File: src/rtl/tx_pkg.sv
// Shared types and helpers for the word transmit serializer.
package tx_pkg;

    typedef enum logic [1:0] {
        IDLE,
        LOAD,
        GUARD,
        WAIT
    } tx_state_t;

    localparam int BYTES_PER_WORD = 4;
    localparam logic [1:0] LAST_IDX = 2'(BYTES_PER_WORD - 1);

    // Little-endian byte pick: index 0 is bits 7:0.
    function automatic logic [7:0] select_byte(input logic [31:0] word, input logic [1:0] idx);
        logic [7:0] result;
        case (idx)
            2'd0:    result = word[7:0];
            2'd1:    result = word[15:8];
            2'd2:    result = word[23:16];
            default: result = word[31:24];
        endcase
        return result;
    endfunction

endpackage

File: src/rtl/word_fifo.sv
// Word FIFO with wrap-bit pointers; full and empty come straight from the
// pointer registers, so nothing depends combinationally on push.
module word_fifo #(
    parameter int DEPTH_LOG2 = 3,
    parameter int WIDTH      = 32
) (
    input  logic                  clock,
    input  logic                  reset,
    input  logic                  push,
    input  logic [WIDTH-1:0]      push_data,
    input  logic                  pop,
    output logic [WIDTH-1:0]      head,
    output logic                  full,
    output logic                  empty,
    output logic [DEPTH_LOG2:0]   count
);

    localparam int DEPTH = 2 ** DEPTH_LOG2;
    localparam logic [DEPTH_LOG2:0] PTR_ONE = 1;

    logic [WIDTH-1:0]    mem [DEPTH];
    logic [DEPTH_LOG2:0] wr_ptr;
    logic [DEPTH_LOG2:0] rd_ptr;
    logic                push_ok;
    logic                pop_ok;

    assign empty = (wr_ptr == rd_ptr);
    assign full  = (wr_ptr[DEPTH_LOG2] != rd_ptr[DEPTH_LOG2]) &&
                   (wr_ptr[DEPTH_LOG2-1:0] == rd_ptr[DEPTH_LOG2-1:0]);

    // A push while full is dropped even if a pop frees a slot that cycle.
    assign push_ok = push & ~full;
    assign pop_ok  = pop & ~empty;

    always_ff @(posedge clock) begin
        if (reset) begin
            wr_ptr <= '0;
            rd_ptr <= '0;
        end else begin
            if (push_ok) begin
                wr_ptr <= wr_ptr + PTR_ONE;
            end
            if (pop_ok) begin
                rd_ptr <= rd_ptr + PTR_ONE;
            end
        end
    end

    always_ff @(posedge clock) begin
        if (push_ok && !reset) begin
            mem[wr_ptr[DEPTH_LOG2-1:0]] <= push_data;
        end
    end

    assign head  = mem[rd_ptr[DEPTH_LOG2-1:0]];
    assign count = wr_ptr - rd_ptr;

endmodule

File: src/rtl/word_tx_serializer.sv
// Buffers 32-bit core words and feeds them little-endian, byte by byte, to the UART sender.
// Optional macro TX_LED_EN adds led[15:0], the low half of a count of fully sent words.
module word_tx_serializer
    import tx_pkg::*;
#(
    parameter int DEPTH_LOG2 = 3
) (
    input  logic                  clock,
    input  logic                  reset,
    input  logic                  word_valid,
    input  logic [31:0]           word_data,
    output logic                  word_ready,
    input  logic                  tx_busy,
    output logic                  tx_start,
    output logic [7:0]            sdata,
    output logic                  tx_idle,
`ifdef TX_LED_EN
    output logic [15:0]           led,
`endif
    output logic [DEPTH_LOG2:0]   word_count
);

    localparam logic [DEPTH_LOG2:0] COUNT_ONE = 1;

    tx_state_t   state;
    logic [1:0]  idx;
    logic [31:0] head_word;
    logic        fifo_full;
    logic        fifo_empty;
    logic        pop;
    logic        more_words;

    word_fifo #(
        .DEPTH_LOG2 (DEPTH_LOG2),
        .WIDTH      (32)
    ) u_fifo (
        .clock     (clock),
        .reset     (reset),
        .push      (word_valid),
        .push_data (word_data),
        .pop       (pop),
        .head      (head_word),
        .full      (fifo_full),
        .empty     (fifo_empty),
        .count     (word_count)
    );

    assign word_ready = ~fifo_full;
    assign tx_idle    = (state == IDLE) && fifo_empty;

    // The head word stays in the FIFO until its last byte has gone out.
    assign pop        = (state == WAIT) && !tx_busy && (idx == LAST_IDX);
    assign more_words = (word_count > COUNT_ONE);

    always_ff @(posedge clock) begin
        if (reset) begin
            state    <= IDLE;
            idx      <= 2'd0;
            tx_start <= 1'b0;
            sdata    <= 8'h00;
        end else begin
            case (state)
                IDLE: begin
                    tx_start <= 1'b0;
                    if (!fifo_empty) begin
                        state <= LOAD;
                    end
                end
                LOAD: begin
                    sdata    <= select_byte(head_word, idx);
                    tx_start <= 1'b1;
                    state    <= GUARD;
                end
                // The sender only raises tx_busy a cycle after tx_start.
                GUARD: begin
                    tx_start <= 1'b0;
                    state    <= WAIT;
                end
                WAIT: begin
                    tx_start <= 1'b0;
                    if (!tx_busy) begin
                        if (idx == LAST_IDX) begin
                            idx   <= 2'd0;
                            state <= more_words ? LOAD : IDLE;
                        end else begin
                            idx   <= idx + 2'd1;
                            state <= LOAD;
                        end
                    end
                end
                default: begin
                    tx_start <= 1'b0;
                    state    <= IDLE;
                end
            endcase
        end
    end

`ifdef TX_LED_EN
    logic [31:0] words_sent;

    always_ff @(posedge clock) begin
        if (reset) begin
            words_sent <= 32'd0;
        end else if (pop) begin
            words_sent <= words_sent + 32'd1;
        end
    end

    assign led = words_sent[15:0];
`endif

endmodule

File: config.mk
export PLATFORM = sky130hd
export DESIGN_NAME = word_tx_serializer
export DESIGN_NICKNAME = d
export VERILOG_FILES = /design/src/rtl/tx_pkg.sv /design/src/rtl/word_fifo.sv /design/src/rtl/word_tx_serializer.sv
export SDC_FILE = /design/constraint.sdc
export NUM_CORES = 1
export LEC_CHECK = 0
export CAP_MARGIN = 20
export CORE_ASPECT_RATIO = 0.9
export CORE_UTILIZATION = 45
export DETAILED_ROUTE_END_ITERATION = 10
export GPL_TIMING_DRIVEN = 0
export PLACE_DENSITY = 0.7
export SYNTH_ARGS = -nofsm -noshare
export SYNTH_HDL_FRONTEND = slang
export SYNTH_HIERARCHICAL = 1
export SYNTH_SLANG_ARGS = --single-unit
File: constraint.sdc
create_clock -name clock -period 4.1 [get_ports clock]
set_clock_uncertainty 0.15 [all_clocks]
set_input_delay 0.82 -clock clock [delete_from_list [all_inputs] [get_ports clock]]
set_output_delay 0.82 -clock clock [all_outputs]
set_load 0.01 [all_outputs]
==> results by group, run 1 <==
Outcome
  – Status: finished, final reports clean

Yosys
  – Most instantiated library cell after synthesis: edfxtp_1
  – Synthesized area: 11200 um^2
  – Post-synthesis sequential area ratio: 0.730
  – Most frequent cells after synthesis: edfxtp_1 (256), mux4_1 (40), mux2_2 (32), dfxtp_1 (24), mux4_2 (24)
  – Async SR Flop Fraction: 0
  – Yosys warning count: 6
  – Ys flop type: edfxtp_1
  – Syn Inst Count: 536
  – Post-synthesis register bit count: 280
  – Post-synth top area share: 0.687
  – Avg Cell Area, Syn: 20.9 um^2
  – Yosys top cell by area: edfxtp_1
  – Syn Nets: 587
  – Post-synth EDFFs: 256
  – Netlist cell types: 41
  – Largest cells by area after synthesis: edfxtp_1 (69%), mux4_1 (9.4%), mux4_2 (4.8%)

Floorplanning
  – Die height: 152 um
  – Die ar.: 25500 um^2
  – Rows: 54
  – Initial core utilization: 0.460
  – Die width: 168 um
  – Num ports: 51
  – Total core area: 24300 um^2

Clock network
  – Clk sinks: 280
  – Worst-skew pair later-pin latency: 520 ps
  – Clock Tree Buf Depth: 3
  – TritonCTS clock tree: yes
  – TritonCTS Buffers: 27
  – Post-cts gate resize count: 0
  – CTS Hold Bufs: 0
  – H-tree depth: 1
  – Post-CTS Setup Inserts: 0
  – Clock Pin Slew Worst Setup and Hold Paths: 60 ps
  – Root Buffer: clkbuf_16

Power
  – Sw Ratio: 0.213
  – Pwr dens: 453 nW/um^2
  – Register share of total power: 0.547
  – Switching pwr: 1.27 mW
  – Combinational Power Share: 0.083
  – VDD IR max: 0.419 mV
  – Clock share of power: 0.371
  – Leak: 4.23 nW
  – Internal Pwr Total: 4.68 mW

GRT
  – Largest net degree at the start of global routing: 25
  – GR peak layer: met2
  – GRT Total Usage: 0.183
  – Initial antenna violation count: 0
  – Vias in the first global route: 5709
  – Met2 track demand over resource: 0.309
  – GR Util met3: 0.0322
  – First-pass GRT wire length: 34000 um
  – Met1 GRT Util: 0.249
  – Global route overflow: 0

Setup path
  – Setup crit end kind: output pin
  – Reg2reg path depth: 7
  – Kind of critical path: flip-flop to output pin
  – Critical path startpoint category: flip-flop
  – WP data arrival: 2760 ps
  – Worst-path maximum fanout: 7
  – CP required: 3130 ps

Timing
  – Final min period: 3730 ps
  – Final number of max-transition violations: 0
  – Hold slack: 409 ps
  – F_max: 268 MHz
  – Final setup fails: 0
  – Actual slew at the worst max-slew pin: 863 ps
  – Tcrit/Tclk final: 0.911
  – RSZ-0062 raised after global routing: no
  – Final hold violation count: 0
  – Fin worst setup slack: 367 ps
  – Worst slew margin: 0.423

Layout
  – Area occupied by multi-input gates: 2880 um^2
  – Layout cells sized above 1: 0.209
  – Layout Nets: 677
  – Final Cell Area: 13100 um^2
  – Diodes inserted: 0
  – Fillers: 1865
  – Register area: 8170 um^2
  – Synth-to-Final Area Change: 17.4%
  – Fin util: 0.540

Detailed routing
  – DR pass1 iterations: 4
  – Vias per cell: 5.63
  – # DRC: 0
  – Initial DRC Count: 332
  – Post-DR wirelength/cell: 23.7 um
  – Final ANT Viol Nets: 0
  – Wirelength, routed: 22600 um
  – Vias: 5363

Placement
  – I/O Buffers: 50
  – Setup Slack @ Placement: 375 ps
  – Placed Area: 12300 um^2
  – Gp weighted congestion: 0.793
  – Hpwl dp: 14400 um

Job
  – Max Cap Viol: 0

Hold path
  – Min-delay worst type: flip-flop to flip-flop
  – Hold depth: 2
## worst max-delay path, cell delays in order (launching register included)
cell and delay (ps):
dfxtp_1 540, inv_1 160, ha_1 270, fa_1 440, xnor2_1 250, clkdlybuf4s50_1 580
## final cells by class
| cell class | count | area share |
|---|---|---|
| plain buffers | 24 | 0.0118 |
| clock buffers | 36 | 0.0556 |
| clock inverters | 12 | 0.00429 |
| inverters | 13 | 0.00372 |
| multi-input cells | 219 | 0.219 |
| flip-flops and latches | 280 | 0.622 |
| well taps | 308 | 0.0293 |
| repair buffers | 61 | 0.0541 |
## kinds of logic (layout without fill, tap and decap cells)
| family | count (synthesis) | count (layout) | synth area share |
|---|---|---|---|
| xor gates and xnor gates | 10 | 10 | 0.00850 |
| AOI/OAI and AO/OA | 28 | 28 | 0.0181 |
| buffers and inverters | 37 | 146 | 0.0182 |
| adders and majority gates | 15 | 15 | 0.0175 |
| DFF | 280 | 280 | 0.730 |
| muxes | 101 | 101 | 0.179 |
| and+or+nand+nor | 65 | 65 | 0.0282 |
## stage by stage
stage | instances | power, mW | setup TNS [ps]
3_3_place_gp | 894 | 3.76 | -319800
3_5_place_dp | 905 | 3.80 | 0
6_report | 953 | 5.94 | 0
4_1_cts | 953 | 5.99 | 0
2_1_floorplan | 536 | 3.54 | 0
5_1_grt | 953 | 6.14 | 0
## placed cells by master, fill, tap and decap left out, drive strengths merged, types with 2 or more instances in the layout
cell           count
a21oi              4
a22oi              9
and2               2
and3               9
buf               30
clkbuf            41
clkdlybuf4s50     50
clkinv            11
dfxtp             24
edfxtp           256
ha                14
inv               13
mux2              32
mux2i              5
mux4              64
nand2             12
nand4              2
nor2              22
nor2b              2
nor3              10
o211ai             2
o21ai              3
o22ai              7
xnor2              7
xor2               3
## flip-flops by register name, summed over array words and instances (netlist names), named ones only
name and cells:
u_fifo/mem 256, sdata 8, u_fifo/rd_ptr 4, u_fifo/wr_ptr 4, idx 2, state 2, tx_start 1
## final timing paths
check / start / to / slack [ps]
worst min register to register: state[1] / state[1] / 410
worst max-delay path: u_fifo/wr_ptr[0] / word_count[2] / 370
worst min-delay path: state[1] / state[1] / 410
worst max register to register: u_fifo/wr_ptr[0] / u_fifo/mem[2][10] / 710
## power by group through the flow
stage	registers (mW)	logic, mW	clock network (mW)
6_report	3.25	0.491	2.20
3_3_place_gp	3.31	0.453	0
5_1_grt	3.26	0.532	2.35
2_1_floorplan	3.31	0.233	0
4_1_cts	3.25	0.492	2.25
3_5_place_dp	3.31	0.489	0
## per-layer routing
metal / up-vias / part of all wire / routed length, um
met3: 36 / 0.059 / 1330
met1: 2784 / 0.43 / 9690
met5: - / 0 / 0
met4: 0 / 0.020 / 453
met2: 149 / 0.49 / 11100
li1: 2394 / - / -
Note: power is estimated with default switching activity, not from simulation.
==> run 2, diff against run 1 <==
--- a/config.mk
+++ b/config.mk
@@ -5,7 +5,7 @@
 export SDC_FILE = /design/constraint.sdc
 export NUM_CORES = 1
 export LEC_CHECK = 0
-export CAP_MARGIN = 20
+export CAP_MARGIN = 10
 export CORE_ASPECT_RATIO = 0.9
 export CORE_UTILIZATION = 45
 export DETAILED_ROUTE_END_ITERATION = 10
==> run 2 against run 1 <==
  * First-iteration DRC count is 9.9% higher
  * Die area unchanged
  * Register-to-register slack about the same
  * Sequential share of layout area shrank 0.75 points
  * Cell area rose by 1.2%
  * Via count up 0.93%
==> results by group, run 2 (synthesis gave the netlist of run 1 again) <==
Detailed routing
  – Wirelength, routed: 22500 um (was 22600 um)
  – Vias: 5413 (was 5363)
  – Final ANT Viol Nets: 0 (unchanged)
  – Post-DR wirelength/cell: 23.5 um (was 23.7 um)
  – Initial DRC Count: 365 (was 332)
  – Vias per cell: 5.67 (was 5.63)
  – # DRC: 0 (unchanged)
  – DR pass1 iterations: 5 (was 4)

Timing
  – RSZ-0062 raised after global routing: no (unchanged)
  – Hold slack: 409 ps (about the same)
  – Tcrit/Tclk final: 0.912 (was 0.911)
  – Actual slew at the worst max-slew pin: 853 ps (was 863 ps)
  – Final setup fails: 0 (unchanged)
  – Final hold violation count: 0 (unchanged)
  – Final min period: 3740 ps (was 3730 ps)
  – Worst slew margin: 0.430 (was 0.423)
  – F_max: 267 MHz (was 268 MHz)
  – Final number of max-transition violations: 0 (unchanged)

Clock network
  – Post-CTS Setup Inserts: 0 (unchanged)
  – CTS Hold Bufs: 0 (unchanged)
  – TritonCTS clock tree: yes (unchanged)
  – Post-cts gate resize count: 0 (unchanged)
  – Worst-skew pair later-pin latency: 520 ps (about the same)
  – Clk sinks: 280 (unchanged)
  – Clock Tree Buf Depth: 3 (unchanged)
  – Clock Pin Slew Worst Setup and Hold Paths: 60 ps (about the same)
  – TritonCTS Buffers: 27 (unchanged)
  – H-tree depth: 1 (unchanged)
  – Root Buffer: clkbuf_16 (unchanged)

Floorplanning
  – Die width: 168 um (unchanged)
  – Num ports: 51 (unchanged)
  – Rows: 54 (unchanged)
  – Total core area: 24300 um^2 (unchanged)
  – Initial core utilization: 0.460 (unchanged)
  – Die height: 152 um (unchanged)
  – Die ar.: 25500 um^2 (unchanged)

Layout
  – Layout cells sized above 1: 0.217 (was 0.209)
  – Register area: 8170 um^2 (unchanged)
  – Max reg flops: 256 (unchanged)
  – Non-filler cells, final: 955 (was 953)
  – Fillers: 1824 (was 1865)
  – Most frequent cells in the layout: edfxtp_1 (256), clkdlybuf4s50_1 (50), mux4_1 (40) (unchanged)
  – Layout Nets: 677 (unchanged)
  – Most common cell after layout, fill and taps aside: edfxtp_1 (unchanged)
  – Fin util: 0.546 (was 0.540)
  – Synth-to-Final Area Change: 18.9% (was 17.4%)
  – Area occupied by multi-input gates: 2880 um^2 (unchanged)

GRT
  – Initial antenna violation count: 1 (was 0)
  – Global route overflow: 0 (unchanged)
  – Largest net degree at the start of global routing: 25 (unchanged)
  – First-pass GRT wire length: 33700 um (was 34000 um)
  – GRT Total Usage: 0.182 (was 0.183)
  – Vias in the first global route: 5620 (was 5709)

Power
  – Leak: 4.31 nW (was 4.23 nW)
  – Pwr dens: 478 nW/um^2 (was 453 nW/um^2)
  – VDD IR max: 0.294 mV (was 0.419 mV)

Hold path
  – Min-delay worst type: flip-flop to flip-flop (unchanged)

Placement
  – Gp weighted congestion: 0.793 (unchanged)
  – Placed Cells: 905 (unchanged)
  – I/O Buffers: 50 (unchanged)
  – Hpwl dp: 14400 um (about the same)

Setup path
  – CP required: 3130 ps (about the same)
  – Setup crit end kind: output pin (unchanged)
  – WP data arrival: 2770 ps (was 2760 ps)
  – Kind of critical path: flip-flop to output pin (unchanged)
  – Worst-path maximum fanout: 7 (unchanged)
  – Critical path startpoint category: flip-flop (unchanged)

Outcome
  – Status: finished, final reports clean (unchanged)

Job
  – Max Cap Viol: 0 (unchanged)
==> run 2: changes by cell type in the layout (fill, tap and decap cells not counted) <==
cell	change
clkinvlp_4	-1
clkinv_1	-3
clkbuf_1	-1
diode_2	+1
bufinv_16	+6
==> run 2: worst paths after layout <==
path	start	endpoint	slack, ps	cells after the start
max	u_fifo/wr_ptr[0]	word_count[2]	360	5
min	sdata[3]	sdata[3]	410	2
max reg2reg	u_fifo/wr_ptr[0]	u_fifo/mem[2][5]	720	7
min reg2reg	sdata[3]	sdata[3]	410	2
==> run 2: worst max-delay path, stage by stage (launching register included) <==
cell	delay, ps
dfxtp_1	540
inv_1	160
ha_1	260
fa_1	450
xnor2_1	250
clkdlybuf4s50_1	580
==> run 2: area by class of cell <==
type / count / area share
Antenna cell: 1 / 0.000188
Buffer: 24 / 0.0117
Clock buffer: 35 / 0.0546
Clock inverter: 14 / 0.0164
Inverter: 13 / 0.00367
Multi-Input combinational cell: 219 / 0.217
Sequential cell: 280 / 0.615
Tap cell: 308 / 0.0290
Timing Repair Buffer: 61 / 0.0535
==> run 2: stage by stage <==
stage	power [mW]	TNS [ps]	instance area, um^2	setup slack (ps)
6_report	6.35	0	13300	360
5_1_grt	6.53	0	13300	182
4_1_cts	6.39	0	13300	337
3_5_place_dp	3.80	0	12300	396
3_3_place_gp	3.76	-319800	12100	-1500
2_1_floorplan	3.54	0	11200	627
==> run 2: per-layer routing <==
metal	global-route usage	up-vias	wire length (um)
li1	-	2407	-
met1	0.245	2770	9420
met2	0.303	195	11100
met3	0.0356	41	1430
met4	0.0527	0	537
met5	0	-	0
==> run 2: where the power goes <==
| part | switching [mW] | internal [mW] |
|---|---|---|
| Combinational | 0.253 | 0.240 |
| Sequential | 0.0513 | 3.20 |
| Clock | 0.986 | 1.62 |
| Total | 1.29 | 5.06 |
==> patch 1, RTL diff (config.mk and constraints of run 2) <==
Re-encode `tx_state_t` (4 states) as one-hot, 4 bits wide.
--- a/src/rtl/tx_pkg.sv
+++ b/src/rtl/tx_pkg.sv
@@ -3,7 +3,7 @@
 
-    typedef enum logic [1:0] {
-        IDLE,
-        LOAD,
-        GUARD,
-        WAIT
+    typedef enum logic [3:0] {
+        IDLE  = 4'b0001,
+        LOAD  = 4'b0010,
+        GUARD = 4'b0100,
+        WAIT  = 4'b1000
     } tx_state_t;
Check against the original RTL: same outputs for any inputs over 10 cycles, from zero or initial values and one cycle with reset high; not proved beyond that.
==> patch 1 against run 2 <==
  * Core utilization is 0.12 points higher
  * Cell count is 3.8% higher
  * Synthesized cell count is 1.3% higher
  * Sequential cell count rose by 2
  * Synthesized area grew 0.78%
  * Sequential share of layout area is essentially flat
  * Count of clock-buffer cells in the layout up 1
  * Setup slack worse by 0.11 ns
  * Wire length increased by 3.0%
  * Final area rose by 0.50%
  * Register-to-register slack worse by 0.08 ns
  * Critical endpoint is now tx_idle
Power is not compared: it rests on default switching activity, and its combinational part moved more than twofold at a synthesized area within 25%.
==> patch 1: results (changes against run 2) <==
[clock_network]
cts.repair_timing.setup_buffer_count=0  ; unchanged
clock_latency_ns=0.55  ; was 0.52 ns
clk_transition_reported_paths_ns=0.07
cts_inserted_buffers=28  ; was 27
cts_buffer_depth=3  ; unchanged

[layout]
final.signal_inverter_count=11  ; was 13
n_fill_cell=1844  ; was 1,824
stdcell_count=991  ; was 955
insertedDiodeCount=0  ; was 1
finalNetCount=679  ; was 677
seq_cells=282  ; was 280
seqCellArea_um2=8210  ; was 8170 µm²
finish.instance_area_um2=13400  ; was 13,300 µm²
non_clock_buffer_count=87  ; was 85
multi_input_combinational=223  ; was 219
clock_buffer_instance_count_of_the_final_layout=36  ; was 35
layout.clock.cell_area_share_pct=6.49  ; was 7.10%
signal_buffer_area_fraction_pct=6.83  ; was 6.51%
drive_gt1_share_pct=20.5  ; was 21.7%
multi_input_area_share_pct=21.8  ; was 21.7%

[routing]
drt_first_iter_violations=364  ; was 365
wl_met1_mm=10.1  ; was 9.42 mm
detailedRoute.firstPassIterationCount=5  ; unchanged
vias=5566  ; was 5,413
met2_length_mm=11.4  ; was 11.1 mm
met3RoutedLength_mm=1.19  ; was 1.43 mm
finalWirelength_mm=23.2  ; was 22.5 mm
top_signal_layer_used=met4  ; unchanged

[outcome]
outcome=completed  ; unchanged

[synth]
synth_ff_type=edfxtp_1  ; unchanged
synthXorXnorAreaFrac_pct=0.922  ; was 0.850%
syn_nets=589  ; was 587
synth.top_cells.by_area=edfxtp_1, mux4_1, mux4_2  ; unchanged
synth-edff-count=256  ; unchanged
avgSynthCellArea_um2=20.8  ; was 20.9 µm²
yosys.cell_types.count=46  ; was 41
fraction_of_the_mapped_netlist_area_in_compound_gates_pct=2.83  ; was 1.81%
yosys.area_share.adder_pct=1.18  ; was 1.75%
synth.top_cells.by_count=edfxtp_1, mux4_1, mux2_2  ; unchanged
synth.mux.area_fraction_pct=17.6  ; was 17.9%
synth.yosys.seq_area_share_pct=72.8  ; was 73.0%

[grt]
grt_pass1_wl_mm=34.7  ; was 33.7 mm
first_global_vias=5733  ; was 5,620
grt_use_met2_pct=30.7  ; was 30.3%
routing_usage_on_met3_pct=2.96  ; was 3.56%
largest_net_degree_at_the_start_of_global_routing=22  ; was 25
global_route.usage.met1_pct=25.6  ; was 24.5%
global_route.usage.total_pct=18.5  ; was 18.2%
antenna_found_initial=0  ; was 1

[placed_design]
preCtsSetupSlack_ns=0.323  ; was 0.396 ns
placed_cells=939  ; was 905
dp_hpwl_mm=14.8  ; was 14.4 mm
gp_congestion=0.793  ; about the same
dpl-instance-area_um2=12500  ; was 12,300 µm²

[power_and_ir_drop]
p_leak_uw=0.00427

[sta]
timing.max_slew.rel_slack_pct=33.1  ; was 43.0%

[die]
core-area_um2=24400  ; was 24,300 µm²

[min_path]
min_delay_path_depth=1  ; was 2

[critical_path]
arrival_ns=2.88  ; was 2.77 ns

## patch 1: cell count changes after synthesis, sizes merged, moves of 5 or more
cell,delta
a21oi,+17
a22o,+8
and3,-8
nor3,-8
nand2,-7
o22ai,-7
nor2b,+6
ha,-5
## patch 1: worst register-to-register path, cell delays in order, from the launching register on
cell,delay [ns]
dfxtp_1,0.53
inv_1,0.17
ha_1,0.36
nand3_1,0.24
o21ai_2,0.14
or3_1,0.51
nor3_4,0.83
buf_16,0.24
## patch 1: final timing paths
path         slack, ns                end              from
max               0.25            tx_idle  u_fifo/wr_ptr[0]
min               0.36           sdata[7]          sdata[7]
max reg2reg       0.64  u_fifo/mem[0][11]  u_fifo/wr_ptr[0]
min reg2reg       0.36           sdata[7]          sdata[7]
## patch 1: where the power goes
group | internal, µW | total [µW] | switching (µW)
logic | 111 | 241 | 130
registers | 3180 | 3200 | 18.1
clock network | 1350 | 2380 | 1040
==> patch 2, RTL diff (settings of run 2) <==
Without the edit above. `DEPTH_LOG2` is set to 3 in 2 places; all go to 4.
--- a/src/rtl/word_fifo.sv
+++ b/src/rtl/word_fifo.sv
@@ -3,3 +3,3 @@
 module word_fifo #(
-    parameter int DEPTH_LOG2 = 3,
+    parameter int DEPTH_LOG2 = 4,
     parameter int WIDTH      = 32
--- a/src/rtl/word_tx_serializer.sv
+++ b/src/rtl/word_tx_serializer.sv
@@ -5,3 +5,3 @@
 #(
-    parameter int DEPTH_LOG2 = 3
+    parameter int DEPTH_LOG2 = 4
 ) (
Interface: changed (resized word_count); port bits go from 51 to 52. The function was not compared with the original's and may differ.
==> patch 2 against run 2 <==
  * Power up 79%
  * Sequential cell count up 259
  * Worst hold slack worse by 0.086 ns
  * Setup slack worse by 0.026 ns
  * Synthesized area up 86%
  * Final area up 82%
  * Clock power up 82%
  * Wire length up 100%
==> patch 2: results (changes against run 2) <==
[clock_network]
ctsResizeCount=0  ; unchanged
cts_htree_levels=2  ; was 1
clock_latency_ns=0.57  ; was 0.52 ns
cts.repair_timing.setup_buffer_count=0  ; unchanged
cts_buffer_depth=3  ; unchanged
cts.root.buffer_cell=clkbuf_16  ; unchanged
cts_inserted_buffers=51  ; was 27

[grt]
grt_pass1_wl_mm=67.3  ; was 33.7 mm
first_global_vias=10447  ; was 5,620
largest_net_degree_at_the_start_of_global_routing=25  ; unchanged
global_route.usage.total_pct=19.7  ; was 18.2%
antenna_found_initial=0  ; was 1

[power_and_ir_drop]
peak_supply_drop_mv=0.373  ; was 0.294 mV
p_leak_uw=0.00748  ; was 0.00431 µW

[layout]
stdcell_count=1750  ; was 955
drive_gt1_share_pct=22.9  ; was 21.7%
insertedDiodeCount=0  ; was 1
largest_reg_flops=512  ; was 256
n_fill_cell=3438  ; was 1,824
finalNetCount=1154  ; was 677

[synth]
synth.top_cells.by_area=edfxtp_1, mux4_2, dfxtp_1  ; was edfxtp_1, mux4_1, mux4_2
yosys.cell_types.count=38  ; was 41
synth-edff-count=512  ; was 256
synthXorXnorAreaFrac_pct=0.464  ; was 0.850%
syn_nets=1033  ; was 587
synth.top_cells.by_count=edfxtp_1, mux4_2, a22oi_1  ; was edfxtp_1, mux4_1, mux2_2
fraction_of_the_mapped_netlist_area_in_compound_gates_pct=4.10  ; was 1.81%
synth.mux.area_fraction_pct=14.1  ; was 17.9%
synth.yosys.seq_area_share_pct=76.6  ; was 73.0%
yosys.area_share.adder_pct=1.18  ; was 1.75%
synthesis.yosys.warnings=6  ; unchanged
avgSynthCellArea_um2=21.2  ; was 20.9 µm²

[sta]
timing.max_slew.rel_slack_pct=37.9  ; was 43.0%

[routing]
vias_per_cell=5.88  ; was 5.67
drt_first_iter_violations=1089  ; was 365
detailedRoute.firstPassIterationCount=5  ; unchanged
drt-wirelength-per-cell_um=26.0  ; was 23.5 µm

[placed_design]
placed_cells=1654  ; was 905
gp_congestion=0.848  ; was 0.793
preCtsSetupSlack_ns=0.607  ; was 0.396 ns
dpl-instance-area_um2=22500  ; was 12,300 µm²
dp_hpwl_mm=28.8  ; was 14.4 mm
port_buffers=51  ; was 50

[critical_path]
arrival_ns=2.80  ; was 2.77 ns
worst-path-max-fanout=4  ; was 7

[job]
maxCapViolCount=0  ; unchanged

[outcome]
outcome=completed  ; unchanged

[patch 2: changes by cell type after synthesis, moves of 10 or more]
cell	change
edfxtp_1	+256
mux4_2	+104
a22oi_1	+56
mux4_1	-40
mux2_2	-32
nand2_1	+25
clkbuf_1	+16
nand2b_1	+10
nor3_1	-10
[patch 2: where the power goes]
| group | internal [µW] | leakage (µW) | switching [µW] | total [µW] |
|---|---|---|---|---|
| clock | 2740 | 0.000825 | 1980 | 4730 |
| sequential | 6090 | 0.00483 | 40.6 | 6130 |
| combinational | 216 | 0.00183 | 274 | 489 |
[patch 2: cell families after synthesis]
family,Yosys count
buffers and inverters,64
multiplexers,132
AO/OA/AOI/OAI,115
flip-flops,539
adder cells (fa/ha/maj),19
XOR/XNOR,11
AND/OR/NAND/NOR,98
[patch 2: stage by stage]
step | TNS (ns) | hold slack (ns)
final | 0 | 0.322
after global routing | 0 | 0.345
after CTS | 0 | 0.323
after detailed placement | 0 | 0.314
after global placement | -628.16 | 0.312
after floorplan | 0 | 0.335
[patch 2: cell type report]
| cell class | count | area (µm²) | share of cell area (%) |
|---|---|---|---|
| timing repair buffer | 68 | 888 | 3.67 |
| multi-input combinational | 375 | 4690 | 19.3 |
| inverter | 14 | 52.6 | 0.217 |
| sequential | 539 | 15900 | 65.7 |
| tap | 608 | 761 | 3.14 |
| clock inverter | 33 | 328 | 1.35 |
| clock buffer | 63 | 1360 | 5.62 |
| buffer | 50 | 238 | 0.981 |
[patch 2: worst max-delay path, cell delays in order, from the launching register on]
cell             delay (ns)
dfxtp_1                0.34
inv_1                  0.16
ha_1                   0.17
inv_1                  0.06
fa_1                   0.40
a21o_1                 0.20
a21oi_1                0.17
xnor2_1                0.16
clkdlybuf4s50_1        0.57
[patch 2: final timing paths]
kind                                       start           endpoint  cells after the start  slack, ns
worst max-delay path            u_fifo/wr_ptr[0]      word_count[4]                      8       0.33
worst min-delay path                    sdata[6]           sdata[6]                      2       0.32
worst max register to register  u_fifo/wr_ptr[2]  u_fifo/mem[2][13]                      7       0.71
worst min register to register          sdata[6]           sdata[6]                      2       0.32
[patch 2: routing by layer]
| layer | part of all wire [%] | up-vias | GRT usage [%] |
|---|---|---|---|
| met1 | 43 | 5444 | 28.3 |
| met2 | 46 | 446 | 30.2 |
| li1 | - | 4318 | - |
| met4 | 2.6 | 0 | 5.87 |
| met3 | 8.5 | 83 | 4.53 |
| met5 | 0 | - | 0 |
